`src/rtl/radial_zone_cfg_fp16.sv`:
```
// radial_zone_cfg_fp16: double-buffered radial zone configuration.
// Writes land in a shadow bank; a commit copies the whole shadow bank to the
// active bank in one cycle at the next frame end, so each frame sees one
// consistent parameter set.
// Optional feature macro: RADIAL_CFG_READBACK_EN adds a registered readback port.
module radial_zone_cfg_fp16 #(
  parameter int NO_ZONES = 4
) (
  input  logic        clk_i,
  input  logic        rst_i,
  input  logic        cfg_valid_i,
  output logic        cfg_ready_o,
  input  logic [7:0]  cfg_zone_i,
  input  logic [1:0]  cfg_field_i,
  input  logic [31:0] cfg_data_i,
  output logic        cfg_err_o,
  input  logic        commit_i,
  output logic        pending_o,
  output logic        commit_done_o,
  input  logic        valid_i,
  input  logic [15:0] col_i,
  input  logic [15:0] row_i,
  input  logic [15:0] last_col_i,
  input  logic [15:0] last_row_i,
  output logic [15:0] c_o         [NO_ZONES],
  output logic [15:0] z_o         [NO_ZONES],
  output logic [17:0] r_squared_o [NO_ZONES],
  output logic [15:0] col_center_o,
  output logic [15:0] row_center_o
`ifdef RADIAL_CFG_READBACK_EN
  ,
  input  logic        rd_bank_i,
  input  logic [7:0]  rd_zone_i,
  input  logic [1:0]  rd_field_i,
  output logic [31:0] rd_data_o
`endif
);

  typedef enum logic [1:0] {IDLE, PENDING, APPLY} state_t;

  state_t state_q, state_d;

  logic [15:0] sh_c_q   [NO_ZONES];
  logic [15:0] sh_z_q   [NO_ZONES];
  logic [17:0] sh_r2_q  [NO_ZONES];
  logic [15:0] sh_col_q;
  logic [15:0] sh_row_q;

  logic                wr_en;
  logic                fe;
  logic [NO_ZONES-1:0] zone_hit;
  logic                err_d, err_q;

  assign wr_en = cfg_valid_i && (state_q == IDLE);
  assign fe    = valid_i && (col_i == last_col_i) && (row_i == last_row_i);

  // One-hot zone decode for per-zone field writes; the center field has no zone.
  for (genvar gi = 0; gi < NO_ZONES; gi++) begin : g_zone_hit
    assign zone_hit[gi] = wr_en && (cfg_field_i != 2'd3) && (cfg_zone_i == 8'(gi));
  end

  // A per-zone write that hits no zone is consumed but flagged.
  assign err_d = wr_en && (cfg_field_i != 2'd3) && (zone_hit == '0);

  // State register and error pulse flop.
  always_ff @(posedge clk_i) begin
    if (rst_i) begin
      state_q <= IDLE;
      err_q   <= 1'b0;
    end else begin
      state_q <= state_d;
      err_q   <= err_d;
    end
  end

  // Next-state logic: commit waits for a frame end seen while already pending.
  always_comb begin
    state_d = state_q;
    case (state_q)
      IDLE:    if (commit_i) state_d = PENDING;
      PENDING: if (fe) state_d = APPLY;
      APPLY:   state_d = IDLE;
      default: state_d = IDLE;
    endcase
  end

  assign cfg_ready_o   = (state_q == IDLE);
  assign pending_o     = (state_q != IDLE);
  assign commit_done_o = (state_q == APPLY);
  assign cfg_err_o     = err_q;

  // Shadow bank: one field per accepted write, upper data bits truncated.
  always_ff @(posedge clk_i) begin
    if (rst_i) begin
      for (int i = 0; i < NO_ZONES; i++) begin
        sh_c_q[i]  <= '0;
        sh_z_q[i]  <= '0;
        sh_r2_q[i] <= '0;
      end
      sh_col_q <= '0;
      sh_row_q <= '0;
    end else begin
      for (int i = 0; i < NO_ZONES; i++) begin
        if (zone_hit[i]) begin
          case (cfg_field_i)
            2'd0:    sh_c_q[i]  <= cfg_data_i[15:0];
            2'd1:    sh_z_q[i]  <= cfg_data_i[15:0];
            2'd2:    sh_r2_q[i] <= cfg_data_i[17:0];
            default: ;
          endcase
        end
      end
      if (wr_en && (cfg_field_i == 2'd3)) begin
        sh_col_q <= cfg_data_i[15:0];
        sh_row_q <= cfg_data_i[31:16];
      end
    end
  end

  // Active bank: atomic copy of the whole shadow bank in the APPLY cycle only.
  always_ff @(posedge clk_i) begin
    if (rst_i) begin
      for (int i = 0; i < NO_ZONES; i++) begin
        c_o[i]         <= '0;
        z_o[i]         <= '0;
        r_squared_o[i] <= '0;
      end
      col_center_o <= '0;
      row_center_o <= '0;
    end else if (state_q == APPLY) begin
      for (int i = 0; i < NO_ZONES; i++) begin
        c_o[i]         <= sh_c_q[i];
        z_o[i]         <= sh_z_q[i];
        r_squared_o[i] <= sh_r2_q[i];
      end
      col_center_o <= sh_col_q;
      row_center_o <= sh_row_q;
    end
  end

`ifdef RADIAL_CFG_READBACK_EN
  logic [31:0] rd_mux;

  // Readback select; out-of-range zones fall through to zero.
  always_comb begin
    rd_mux = '0;
    if (rd_field_i == 2'd3) begin
      rd_mux = rd_bank_i ? {row_center_o, col_center_o} : {sh_row_q, sh_col_q};
    end else begin
      for (int i = 0; i < NO_ZONES; i++) begin
        if (rd_zone_i == 8'(i)) begin
          case (rd_field_i)
            2'd0:    rd_mux = {16'd0, rd_bank_i ? c_o[i] : sh_c_q[i]};
            2'd1:    rd_mux = {16'd0, rd_bank_i ? z_o[i] : sh_z_q[i]};
            default: rd_mux = {14'd0, rd_bank_i ? r_squared_o[i] : sh_r2_q[i]};
          endcase
        end
      end
    end
  end

  // Registered readback data, one cycle behind the request.
  always_ff @(posedge clk_i) begin
    if (rst_i) rd_data_o <= '0;
    else       rd_data_o <= rd_mux;
  end
`endif

endmodule

```
`config.mk`:
```
export PLATFORM = sky130hd
export DESIGN_NAME = radial_zone_cfg_fp16
export DESIGN_NICKNAME = d
export VERILOG_FILES = /design/src/rtl/radial_zone_cfg_fp16.sv
export SDC_FILE = /design/constraint.sdc
export NUM_CORES = 1
export LEC_CHECK = 0
export CORE_ASPECT_RATIO = 1.75
export CORE_MARGIN = 3
export CORE_UTILIZATION = 30
export CTS_CLUSTER_DIAMETER = 30
export DETAILED_ROUTE_END_ITERATION = 8
export HOLD_SLACK_MARGIN = 0.05
export PLACE_DENSITY_LB_ADDON = 0.25
export SYNTH_ARGS = -nofsm -noshare
export SYNTH_HDL_FRONTEND = slang
export SYNTH_SLANG_ARGS = --single-unit
```
`constraint.sdc`:
```
create_clock -name clk_i -period 3.37 [get_ports clk_i]
set_input_delay 0.337 -clock clk_i [delete_from_list [all_inputs] [get_ports clk_i]]
set_output_delay 0.337 -clock clk_i [all_outputs]
set_load 0.05 [all_outputs]
```
==> impl.org, run 1 <==
** Floorplanning
- For this design the top-level I/O count stands at 347.
- Initial cell density of the core :: 30.5%
- The die covers 0.0605 mm².
- The region available for standard cell placement spans 0.0565 mm².
- Die Y :: 323 µm
- The initialized floorplan defines 115 standard-cell rows.
- Chip width :: 187 µm

** Power and ir drop
- The worst-case IR drop observed on VDD is 0.428 mV.
- Power, Total :: 0.0138 W
- For this design the static power due to leakage is 8.19 nW.
- In this run the power density over the cells is 579 mW/mm².

** Clock tree
- After clock tree synthesis, the clock-pin slew on the worst setup and hold paths is 50 ps.
- Clk sink count :: 467
- In this run, post-CTS hold repair placed 0 buffers.
- Post-CTS repair changed the size of 0 cells.
- Counting along the longest clock path gives a buffer depth of 3.
- At the later pin of the worst-skew pair, clock insertion delay measures 580 ps.
- Setup Fix Bufs, Post-CTS :: 0
- In this run the number of H-tree levels came out at 3.
- CTS buffer count :: 69
- Clock tree root buffer cell :: clkbuf_16
- CTS tree :: done

** Setup path
- Setup slack on the worst reg-to-reg path comes out at 920 ps.
- By startpoint and endpoint, the worst setup path is classified as reg2out.
- The number of cells on the worst reg-to-reg path is 5.
- Of all nets on the critical path, the largest fanout is 6.
- For the worst setup path, the data required time is 3030 ps.
- The startpoint identified for the worst register-to-register timing path is state_q[1]$_SDFFE_PP0P_.
- Destination of the worst register-to-register timing path :: sh_z_q[3][3]$_SDFFCE_PN0P_
- The worst setup path is captured at an output pin.
- STA puts the critical path data arrival time at 2310 ps.
- Critical path launch point type :: flop
- CP startpoint :: state_q[1]$_SDFFE_PP0P_

** Drt
- In the routed layout, each cell is associated on average with a via count of 4.54.
- Routed wire length :: 53,900 µm
- First-pass iteration count of the detailed router :: 5
- In this run, the number of DRC markers left after iteration 0 of detailed routing was 681.
- The count of nets left with antenna violations once routing finished came out at 0.
- In the final routed layout, each cell accounts on average for 19.1 µm.
- Via total after detailed routing :: 12,771
- After detailed routing, the number of remaining DRC violations is 0.

** Timing
- Unrepaired setup endpoints after global routing :: false
- Skew final :: 28.9 ps
- The smallest clock period supported by the final layout is computed as 2650 ps.
- Number of slew-limit violations in the final report :: 0
- Final Setup Violations :: 0
- Static timing analysis puts the maximum clock frequency at 377 MHz.
- The total count of hold-check failures in the final report is 0.
- Transition time of the tightest slew-check pin :: 1270 ps
- In this run the tightest slew margin relative to its limit is 15.1%.
- Of the available clock period, the critical path in the final layout requires 78.7%.
- Total negative slack for setup checks :: 0 ps

** Place
- Buffers placed on the I/O ports in this run total 346.
- The placed instances occupy a cell area of 0.0214 mm².
- Number of placed instances with taps included :: 2,686
- HPWL after detailed placement :: 35,700 µm
- Routability-driven placement finished with a final weighted congestion of 0.768.

** Global route
- In the global route stage, overall resource usage came out at 17.4%.
- Antenna violations before repair :: 10
- Aggregate global routing overflow :: 0
- Pin count of the biggest net entering global routing :: 126
- Wire length of the first global-routing pass :: 79,600 µm
- Number of global-route vias before repair :: 12,940

** Logic synthesis
- Count of state elements after synthesis :: 467
- Net count of the mapped netlist :: 1,787
- Combinational family with the most area after synthesis :: simple AND/OR/NAND/NOR gates
- Yosys mapped a number of flops with a built-in enable equal to 200.
- Multiplexer share of the synthesized area :: 0%
- Biggest area consumer among synthesized cells :: edfxtp_1
- Post-synthesis cell type count :: 34
- Number of warning messages in the yosys log :: 0
- Proportion of synthesized chip area in sequential cells :: 65.9%
- The most used flip-flop cell after synthesis is dfxtp_1.
- Synthesized cell area :: 0.0172 mm²
- After Yosys synthesis, XOR and XNOR cells account for 1.63% of the synthesized area.
- Mean Syn Cell Area :: 10.3 µm²
- Most used standard cells in the synthesized netlist :: nand2_1 (531), dfxtp_1 (267), a21oi_1 (266)
- Ranking of synthesized cells by area :: edfxtp_1 (35%), dfxtp_1 (31%), nand2_1 (12%)
- Synthesis produced a netlist whose cell count is 1,676.
- Share of synthesized flip-flops with an asynchronous set or reset :: 0%
- Post-synthesis compound-gate area fraction :: 8.25%
- Of the total synthesized cell area, the portion taken by full adders, half adders and majority gates is 0%.
- The synthesized design devotes to its leading area cell type 34.8% of total area.
- Among all cell types in the netlist, the one instantiated most often is nand2_1.
- Synth Area in Simple Gates :: 21.1%

** Final layout
- Number of fill cells :: 5,415
- Register Area :: 0.0114 mm²
- For this run, the post-layout net count is 2,108.
- In the final layout, the share of cells above drive strength 1 is 9.31%.
- Post-Layout Inst Area :: 0.0238 mm²
- Layout Cells excl Fill :: 2,816
- Compared with the post-synthesis result, the final layout area differs by 38.3%.
- Area of the multi-input gates :: 0.00538 mm²

** Min path
- Worst hold path type :: in2reg
- The worst hold path terminates at r_squared_o[62]$_SDFFE_PP0P_.
- Cell depth of the worst hold path :: 2
- The worst hold path begins at rst_i.

** Run
- Total of max-cap violations :: 0

** Outcome
- Run status :: finished clean
sequential cells by signal, summed over array words and instances, names as in the netlist:
register and flops:
sh_c_q 64, c_o 64, sh_z_q 64, sh_row_q 16, z_o 64, r_squared_o 72
row_center_o 16, sh_col_q 16, sh_r2_q 72, state_q 2, cfg_err_o 1, col_center_o 16
worst max path at each step:
stage / cells after the start / to
2_1_floorplan: 5 / sh_r2_q[1][0]$_SDFFCE_PN0P_
3_3_place_gp: 6 / sh_z_q[3][9]$_SDFFCE_PN0P_
3_5_place_dp: 6 / sh_z_q[2][0]$_SDFFCE_PN0P_
4_1_cts: 2 / cfg_ready_o
5_1_grt: 2 / cfg_ready_o
6_report: 2 / cfg_ready_o
cells in the final DEF, fill, tap and decap left out, types with 5 or more instances in the layout:
cell,instances
nor2_4,12
nand2_1,531
dfxtp_1,267
o21bai_2,7
edfxtp_1,200
nand4_1,5
clkinvlp_4,5
clkdlybuf4s50_1,344
and2_1,185
a21oi_1,266
nor2_1,5
and2_2,15
xor2_1,16
clkinv_2,7
clkbuf_16,80
xnor2_1,16
clkinv_4,8
buf_4,20
nor4_1,5
inv_4,5
clkbuf_8,6
kinds of logic (layout without fill, tap and decap cells):
group | after synthesis | in the layout
AOI/OAI and AO/OA | 278 | 278
xor gates and xnor gates | 32 | 32
buffers and inverters | 123 | 499
DFF | 467 | 467
other | 0 | 4
and+or+nand+nor | 776 | 776
final cells by class:
class	instances	share of cell area (%)
Sequential cell	467	47.6
Multi-Input combinational cell	1086	22.6
Tap cell	760	3.99
Timing Repair Buffer	369	15.5
Antenna cell	4	0.0420
Clock buffer	91	8.83
Inverter	4	0.0945
Clock inverter	35	1.38
power by group:
part           internal [W]  leakage (nW)  switching [W]  total, W
combinational      0.000173          2.75       0.000286  0.000459
clock               0.00462          1.20        0.00270   0.00732
sequential          0.00598          4.24      0.0000317   0.00601
total                0.0108          8.19        0.00302    0.0138
metrics by stage:
stage          utilization [%]  hold WS [ps]  setup slack [ps]
3_3_place_gp              37.8           436               680
2_1_floorplan                -           432               748
4_1_cts                   42.1           170               577
3_5_place_dp              37.8           442               672
5_1_grt                   42.1           193               605
6_report                  42.1           196               718
critical path, cell delays in order (launching register included):
cell and delay (ps):
dfxtp_1 360, nor2_2 470, clkdlybuf4s50_1 920
layer usage:
metal	routed length (µm)	part of all wire (%)	global-route usage, %	up-vias
met5	0	0	0	-
met3	4060	7.5	4.97	99
met1	20500	38	19.4	6052
li1	-	-	-	6177
met4	2190	4.1	8.36	0
met2	27100	50	30.4	443
No activity file was read; power rests on OpenSTA's default activity.
==> run 2: changes to the inputs <==
==> constraint.sdc (replaced) <==
create_clock -name clk_i -period 2.3 [get_ports clk_i]
set_input_delay 0.23 -clock clk_i [delete_from_list [all_inputs] [get_ports clk_i]]
set_output_delay 0.23 -clock clk_i [all_outputs]
set_load 0.05 [all_outputs]
==> run 2 against run 1 <==
Compared with the run above: non-clock buffer count grew 42; sequential power grew 46%; routed wire length shrank 0.87%; via count grew 0.63%; critical path depth shrank 1; count of clock-buffer cells in the layout shrank 2; flip-flop and latch count is the same; hold slack gained 8.3 ps; clock skew grew 2.4 ps; clock power grew 48%; cell area grew 2.4%; utilization grew 1.0 points.
==> impl.org, run 2 (synthesis gave the netlist of run 1 again) <==
** Outcome
- The run finished with clean final reports.

** Setup path
- Crit path DAT :: 1850 ps
- The slowest stage of the critical path belongs to the cell clkdlybuf4s50_1.
- The largest single stage delay on the critical path is 840 ps.
- CP top delay family :: buffers and inverters
- Of all nets on the critical path, the largest fanout is 2.
- The critical path in this run is classified as reg2out.
- Required time of the worst setup path :: 2070 ps
- Critical path launch point type :: flop
- The number of buffers and inverters on the critical path is 1.
- Destination of the worst register-to-register timing path :: sh_z_q[1][10]$_SDFFCE_PN0P_
- Traced cell by cell, the critical path runs through clkdlybuf4s50_1.
- For flop-to-flop paths, the worst setup slack is 260 ps.
- Startpoint of the worst-slack reg-to-reg timing path :: state_q[0]$_SDFFE_PP0P_
- Worst Reg2Reg Path Length in Cells :: 5
- Sort of element at the end of the critical path :: output pin

** Final layout
- Number of fill cells :: 5,420
- Leaving out fill and tap cells, the most frequent cell in the layout is nand2_1.
- Nets :: 2,152
- Utilization after layout :: 43.2%
- In the final layout, the registers with the most flip-flops are r_squared_o: 72 flops, sh_r2_q: 72 flops.
- Share of layout cells above drive strength 1 :: 11.1%
- From synthesis to final layout, the design area changed by 41.7%.
- Highest-count cells in the layout ignoring fill and taps :: nand2_1 (531), clkdlybuf4s50_1 (340), dfxtp_1 (267), a21oi_1 (266), edfxtp_1 (200)

** Drt
- First-pass iteration count of the detailed router :: 5
- Dividing the detail-routed wire length by the instance count gives 18.7 µm.
- For this run, design rule violations remaining after detail routing come to 0.
- Via-per-instance ratio :: 4.49
- The detail route stage leaves a number of antenna-violating nets equal to 0.
- The routed layout has 12,852 vias.
- Initial drt markers :: 625
- Routed wire length :: 53,400 µm

** Run
- Total of max-cap violations :: 0

** Floorplanning
- Row cnt :: 115
- The core region is 0.0565 mm².
- The initial utilization of the core area, before any placement, comes to 30.5%.
- During I/O placement, the number of pins put on the boundary was 347.
- The die is 323 µm tall.
- Die outline area :: 0.0605 mm²
- Chip width :: 187 µm

** Min path
- Min-Delay Startpoint :: cfg_data_i[25]
- For hold timing, the worst endpoint is sh_row_q[9]$_SDFFE_PP0P_.
- Cell depth of the worst hold path :: 3
- In this run the worst hold path is classified as in2reg.

** Clock tree
- H-tree depth :: 3
- Clock latency on the worst-skew pair, taken at its later pin, is 590 ps.
- Clock-pin slew was measured on the worst setup and hold paths at 50 ps.
- In this run the deepest clock path goes through 3 buffers.
- The clock net in this run drives a total of 467 sinks.
- CTS tree :: done
- Clock tree root buffer cell :: clkbuf_16
- Counting the buffers created by CTS gives 71.

** Place
- The wire-length estimate of the detail-placed layout is 35,900 µm.
- The congestion estimate from routability-driven global placement came to 0.769.
- Count of buffers inserted at the top-level ports :: 346

** Global route
- Antenna violations before repair :: 5
- Number of global-route vias before repair :: 13,253
- The first global-routing pass estimated 80,300 µm of wire.
- Pin count of the biggest net entering global routing :: 124
- Aggregate global routing overflow :: 0
- For this run, the total global-route usage over all layers was measured as 17.4%.

** Timing
- Slew Limit Headroom :: 49.5%
- At the pin with the least slew margin, the transition time is 757 ps.
- In the final timing run, aggregate negative setup slack is 0 ps.
- Final Hold Slack :: 205 ps
- Max Clk Rate :: 480 MHz
- The smallest clock period supported by the final layout is computed as 2080 ps.
- The final critical path takes up 90.5% of the cycle.
- Final Setup Violations :: 0
- Hold Violations, Final :: 0
- Skew final :: 31.3 ps
- Setup repair after global routing left no endpoint under its margin.
- The max-slew violation count was 0.

** Power and ir drop
- For this design the ratio of total power to cell area is 831 mW/mm².
- For this design the static power due to leakage is 8.48 nW.
- Power, Total :: 0.0203 W
- Peak supply drop :: 0.598 mV
[run 2: final cells by class]
| class | count | area (µm²) | area share (%) |
|---|---|---|---|
| antenna | 2 | 5.00 | 0.0205 |
| clock buffer | 89 | 1990 | 8.17 |
| clock inverter | 42 | 424 | 1.74 |
| inverter | 4 | 22.5 | 0.0922 |
| multi-input combinational | 1086 | 5380 | 22.0 |
| sequential | 467 | 11400 | 46.5 |
| tap | 760 | 951 | 3.89 |
| timing repair buffer | 411 | 4290 | 17.6 |
[run 2: metrics by stage]
step           instances  setup slack (ps)  cell area [µm²]
2_1_floorplan       1676              -322            17200
3_5_place_dp        2727              -193            22000
4_1_cts             2859               180            24400
3_3_place_gp        2727              -155            22000
6_report            2861               218            24400
5_1_grt             2859               115            24400
[run 2: power breakdown]
group / internal (W) / switching [W]
combinational: 0.000307 / 0.000423
sequential: 0.00876 / 0.0000469
clock: 0.00665 / 0.00410
total: 0.0157 / 0.00458
[run 2: worst max-delay path by stage]
stage,depth (start not counted),to,from,slack [ps]
2_1_floorplan,5,sh_r2_q[1][0]$_SDFFCE_PN0P_,state_q[1]$_SDFFE_PP0P_,-320
3_3_place_gp,6,sh_z_q[2][5]$_SDFFCE_PN0P_,cfg_zone_i[3],-150
3_5_place_dp,6,sh_z_q[2][0]$_SDFFCE_PN0P_,cfg_zone_i[3],-190
4_1_cts,1,z_o[47],z_o[47]$_SDFFE_PP0P_,180
5_1_grt,5,sh_z_q[2][15]$_SDFFCE_PN0P_,state_q[0]$_SDFFE_PP0P_,110
6_report,1,z_o[45],z_o[45]$_SDFFE_PP0P_,220
[run 2: layer usage]
metal	track usage, %	wire length [µm]	vias up
met1	20.1	21000	6138
met5	0	0	-
met2	31.7	28000	384
met3	3.99	3230	73
li1	-	-	6257
met4	5.95	1300	0
[run 2: timing repair]
action	CTS	global route
hold buffers	1	0
buffers inserted	0	0
hold endpoints to repair	21	0
endpoints found under the setup margin	3	0
resized for setup	2	0
[run 2: tightest hold or removal path: stages]
cell	delay, ps
clkdlybuf4s50_1	390
nand2_1	60
a21oi_1	50
==> run 3: changes to the inputs <==
--- a/config.mk
+++ b/config.mk
@@ -7,9 +7,10 @@
 export LEC_CHECK = 0
 export CORE_ASPECT_RATIO = 1.75
 export CORE_MARGIN = 3
-export CORE_UTILIZATION = 30
+export CORE_UTILIZATION = 40
 export CTS_CLUSTER_DIAMETER = 30
 export DETAILED_ROUTE_END_ITERATION = 8
+export GPL_TIMING_DRIVEN = 0
 export HOLD_SLACK_MARGIN = 0.05
 export PLACE_DENSITY_LB_ADDON = 0.25
 export SYNTH_ARGS = -nofsm -noshare
==> run 3 against run 2 <==
Compared with the run above: the run now ends with setup timing left; sequential power barely moved; via count increased by 2.0%; critical path depth increased by 4; fmax down 12%; hold slack got worse by 14 ps; global-route usage grew 4.9 points; register-to-register slack worse by 320 ps; utilization increased by 12 points; cell area shrank 3.2%; sequential share of layout area grew 1.5 points; combinational power down 6.8%; clock skew fell by 9.2 ps; highest routed layer unchanged.
==> impl.org, run 3 (synthesis gave the netlist of run 1 again) <==
** Global route
- Antenna violations before repair :: 1
- For this run, the total global-route usage over all layers was measured as 22.4%.
- Summed over all layers, the global routing overflow is 0.
- For this run, global-route usage on met3 was measured as 3.57%.
- The via count of the first global-routing pass came to 13,183.
- Met1 capacity usage during global routing :: 23.6%
- Entering global routing, the biggest net connects 19 pins.
- Routing usage on met2 :: 42.2%
- Wire length of the first global-routing pass :: 76,700 µm
- In this run the most used layer during global routing was met2.

** Timing
- The final critical path takes up 103% of the cycle.
- Setup violations remaining at the end of the flow were counted as 46.
- Setup repair after global routing could not meet its margin everywhere.
- The clock arrives with 22.1 ps of skew.
- Hold Violations, Final :: 0
- The max-slew violation count is 0.
- Fin worst setup slack :: -59.8 ps
- Slew Limit Headroom :: 21.4%
- Max Clk Rate :: 424 MHz
- At the pin with the least slew margin, the transition time is 1180 ps.
- Final Hold Slack :: 191 ps
- Post-route minimum period :: 2360 ps

** Setup path
- In this design, the largest share of critical-path delay is due to compound AO/OA/AOI/OAI gates.
- The worst register-to-register path has a setup slack of -60 ps.
- Largest fanout on the critical path :: 18
- Data on the critical path is required at its endpoint by 2490 ps.
- The critical path contains buffers and inverters numbering 0 combined.
- STA classifies the critical path endpoint as a flop.
- The worst setup path is launched from a flop.
- Data on the critical path arrives at its endpoint at 2550 ps.
- Cell with the largest stage delay on the worst path :: o21bai_2
- For this run, the slowest stage of the critical path takes 830 ps.
- Cell-by-cell listing of the critical path :: nor2_4 -> nand4_4 -> nor2_1 -> nand2_1 -> o21bai_2
- The critical path is of the reg2reg type.

** Final layout
- The library cell used most frequently in the layout, excluding fill and tap cells, is nand2_1.
- Syn-to-layout area delta :: 37.2%
- Cells fill 55.6% of the core in the end.
- The library cells used most frequently in the layout, excluding fill and tap cells, are nand2_1 (531), clkdlybuf4s50_1 (342), dfxtp_1 (267), a21oi_1 (266), edfxtp_1 (200).
- In the final layout, the registers with the most flip-flops are r_squared_o: 72 flops, sh_r2_q: 72 flops.
- Across the whole layout, storage elements account for 0.0114 mm².
- Number of fill cells :: 3,802
- Post-Layout Inst Area :: 0.0236 mm²
- Share of layout cells above drive strength 1 :: 8.39%
- The multi-input combinational cells in the finished layout cover a total of 0.00542 mm².
- Nets :: 2,194
- After the flow finishes, the layout carries non-filler instances totaling 2,696.

** Min path
- The min-delay analysis places its worst path in the category in2reg.

** Power and ir drop
- Power Dens Cells :: 810 mW/mm²
- Peak supply drop :: 0.558 mV
- Leakage power :: 8.16 nW

** Clock tree
- The root buffer cell chosen for the clock tree is clkbuf_16.
- Maximum buffer depth of the clock tree :: 3
- Number of buffers added to fix hold violations after cts :: 0
- After clock tree synthesis, the clock-pin slew on the worst setup and hold paths is 60 ps.
- Clock tree synthesis found a total of 467 sinks.
- Clock insertion delay at the later pin of the skew report :: 600 ps
- CTS tree :: done
- CTS buffer count :: 59
- H-tree depth :: 2
- After clock tree synthesis, the setup repair step added 0 buffers.

** Floorplanning
- Die Y :: 281 µm
- Core Footprint :: 0.0425 mm²
- Initial cell density of the core :: 40.5%
- Chip width :: 163 µm
- Boundary Pins :: 347
- Row cnt :: 100
- The floorplan step defined a die boundary enclosing 0.0457 mm².

** Drt
- Summed over all layers, the routed wires come to 52,400 µm.
- Number of nets with antenna violations after routing :: 0
- The detailed router placed 13,114 vias in this run.
- After detailed routing, the number of remaining DRC violations is 0.
- In the final routed layout, each cell accounts on average for 19.4 µm.
- Dividing the detail-routed via count by the number of cells gives 4.86.
- Initial drt markers :: 730
- The first detailed-routing pass ran for 5 iterations.

** Place
- The congestion estimate from routability-driven global placement came to 0.841.
- Summed over all nets, the half-perimeter wirelength after detailed placement is 38,100 µm.
- The count of buffers added on input and output ports is 344.
- Number of placed instances with taps included :: 2,584
- DP Area :: 0.0215 mm²

** Outcome
- The checks that failed: setup timing.
- Run status :: finished with violations

** Run
- Across the run, the number of max-cap violations was 0.
run 3: cell types whose count changed in the layout (fill, tap and decap cells not counted), moves of 6 or more:
cell | previous run | this run
buf_12 | 27 | 0
buf_4 | 41 | 0
buf_6 | 0 | 9
clkbuf_1 | 8 | 98
clkbuf_16 | 76 | 66
clkbuf_2 | 0 | 6
run 3: worst register-to-register path: stages, from the launching register on:
cell	delay [ps]
dfxtp_1	360
nor2_4	290
nand4_4	190
nor2_1	120
nand2_1	190
o21bai_2	830
run 3: metal layers:
metal / wire, µm / vias to the layer above / share of wire, %
met1: 18800 / 6210 / 36
met5: 0 / - / 0
met2: 28200 / 421 / 54
li1: - / 6367 / -
met4: 2780 / 0 / 5.3
met3: 2600 / 116 / 5.0
run 3: cell type report:
class,count,share of cell area [%]
Sequential cell,467,48.0
Timing Repair Buffer,347,14.8
Antenna cell,1,0.0106
Inverter,4,0.0741
Clock buffer,70,7.05
Buffer,118,2.23
Clock inverter,42,1.95
Tap cell,561,2.97
Multi-Input combinational cell,1086,22.9
run 3: where the power goes:
group	switching (W)	internal, W	total, W
Sequential	0.0000434	0.00875	0.00880
Clock	0.00396	0.00571	0.00968
Combinational	0.000416	0.000265	0.000681
Total	0.00442	0.0147	0.0192
run 3: repair_timing:
action	CTS	global route
gates resized for setup	19	7
cloned	0	0
setup endpoints to repair	410	136
run 3: worst paths after layout:
kind	to	depth (start not counted)	startpoint
min	sh_row_q[15]$_SDFFE_PP0P_	3	cfg_data_i[31]
min reg2reg	row_center_o[8]$_SDFFE_PP0P_	2	row_center_o[8]$_SDFFE_PP0P_
max reg2reg	sh_r2_q[2][9]$_SDFFCE_PN0P_	5	state_q[1]$_SDFFE_PP0P_
max	sh_r2_q[2][9]$_SDFFCE_PN0P_	5	state_q[1]$_SDFFE_PP0P_
run 3: through the flow:
stage / total power [W] / worst slack, ps / TNS, ps
global placement: 0.00964 / -1250 / -270270
global route: 0.0197 / -207 / -11520
detailed placement: 0.00966 / -633 / -222880
floorplan: 0.00922 / -322 / -31390
CTS: 0.0193 / -89.2 / -3120
finish: 0.0192 / -59.8 / -1780
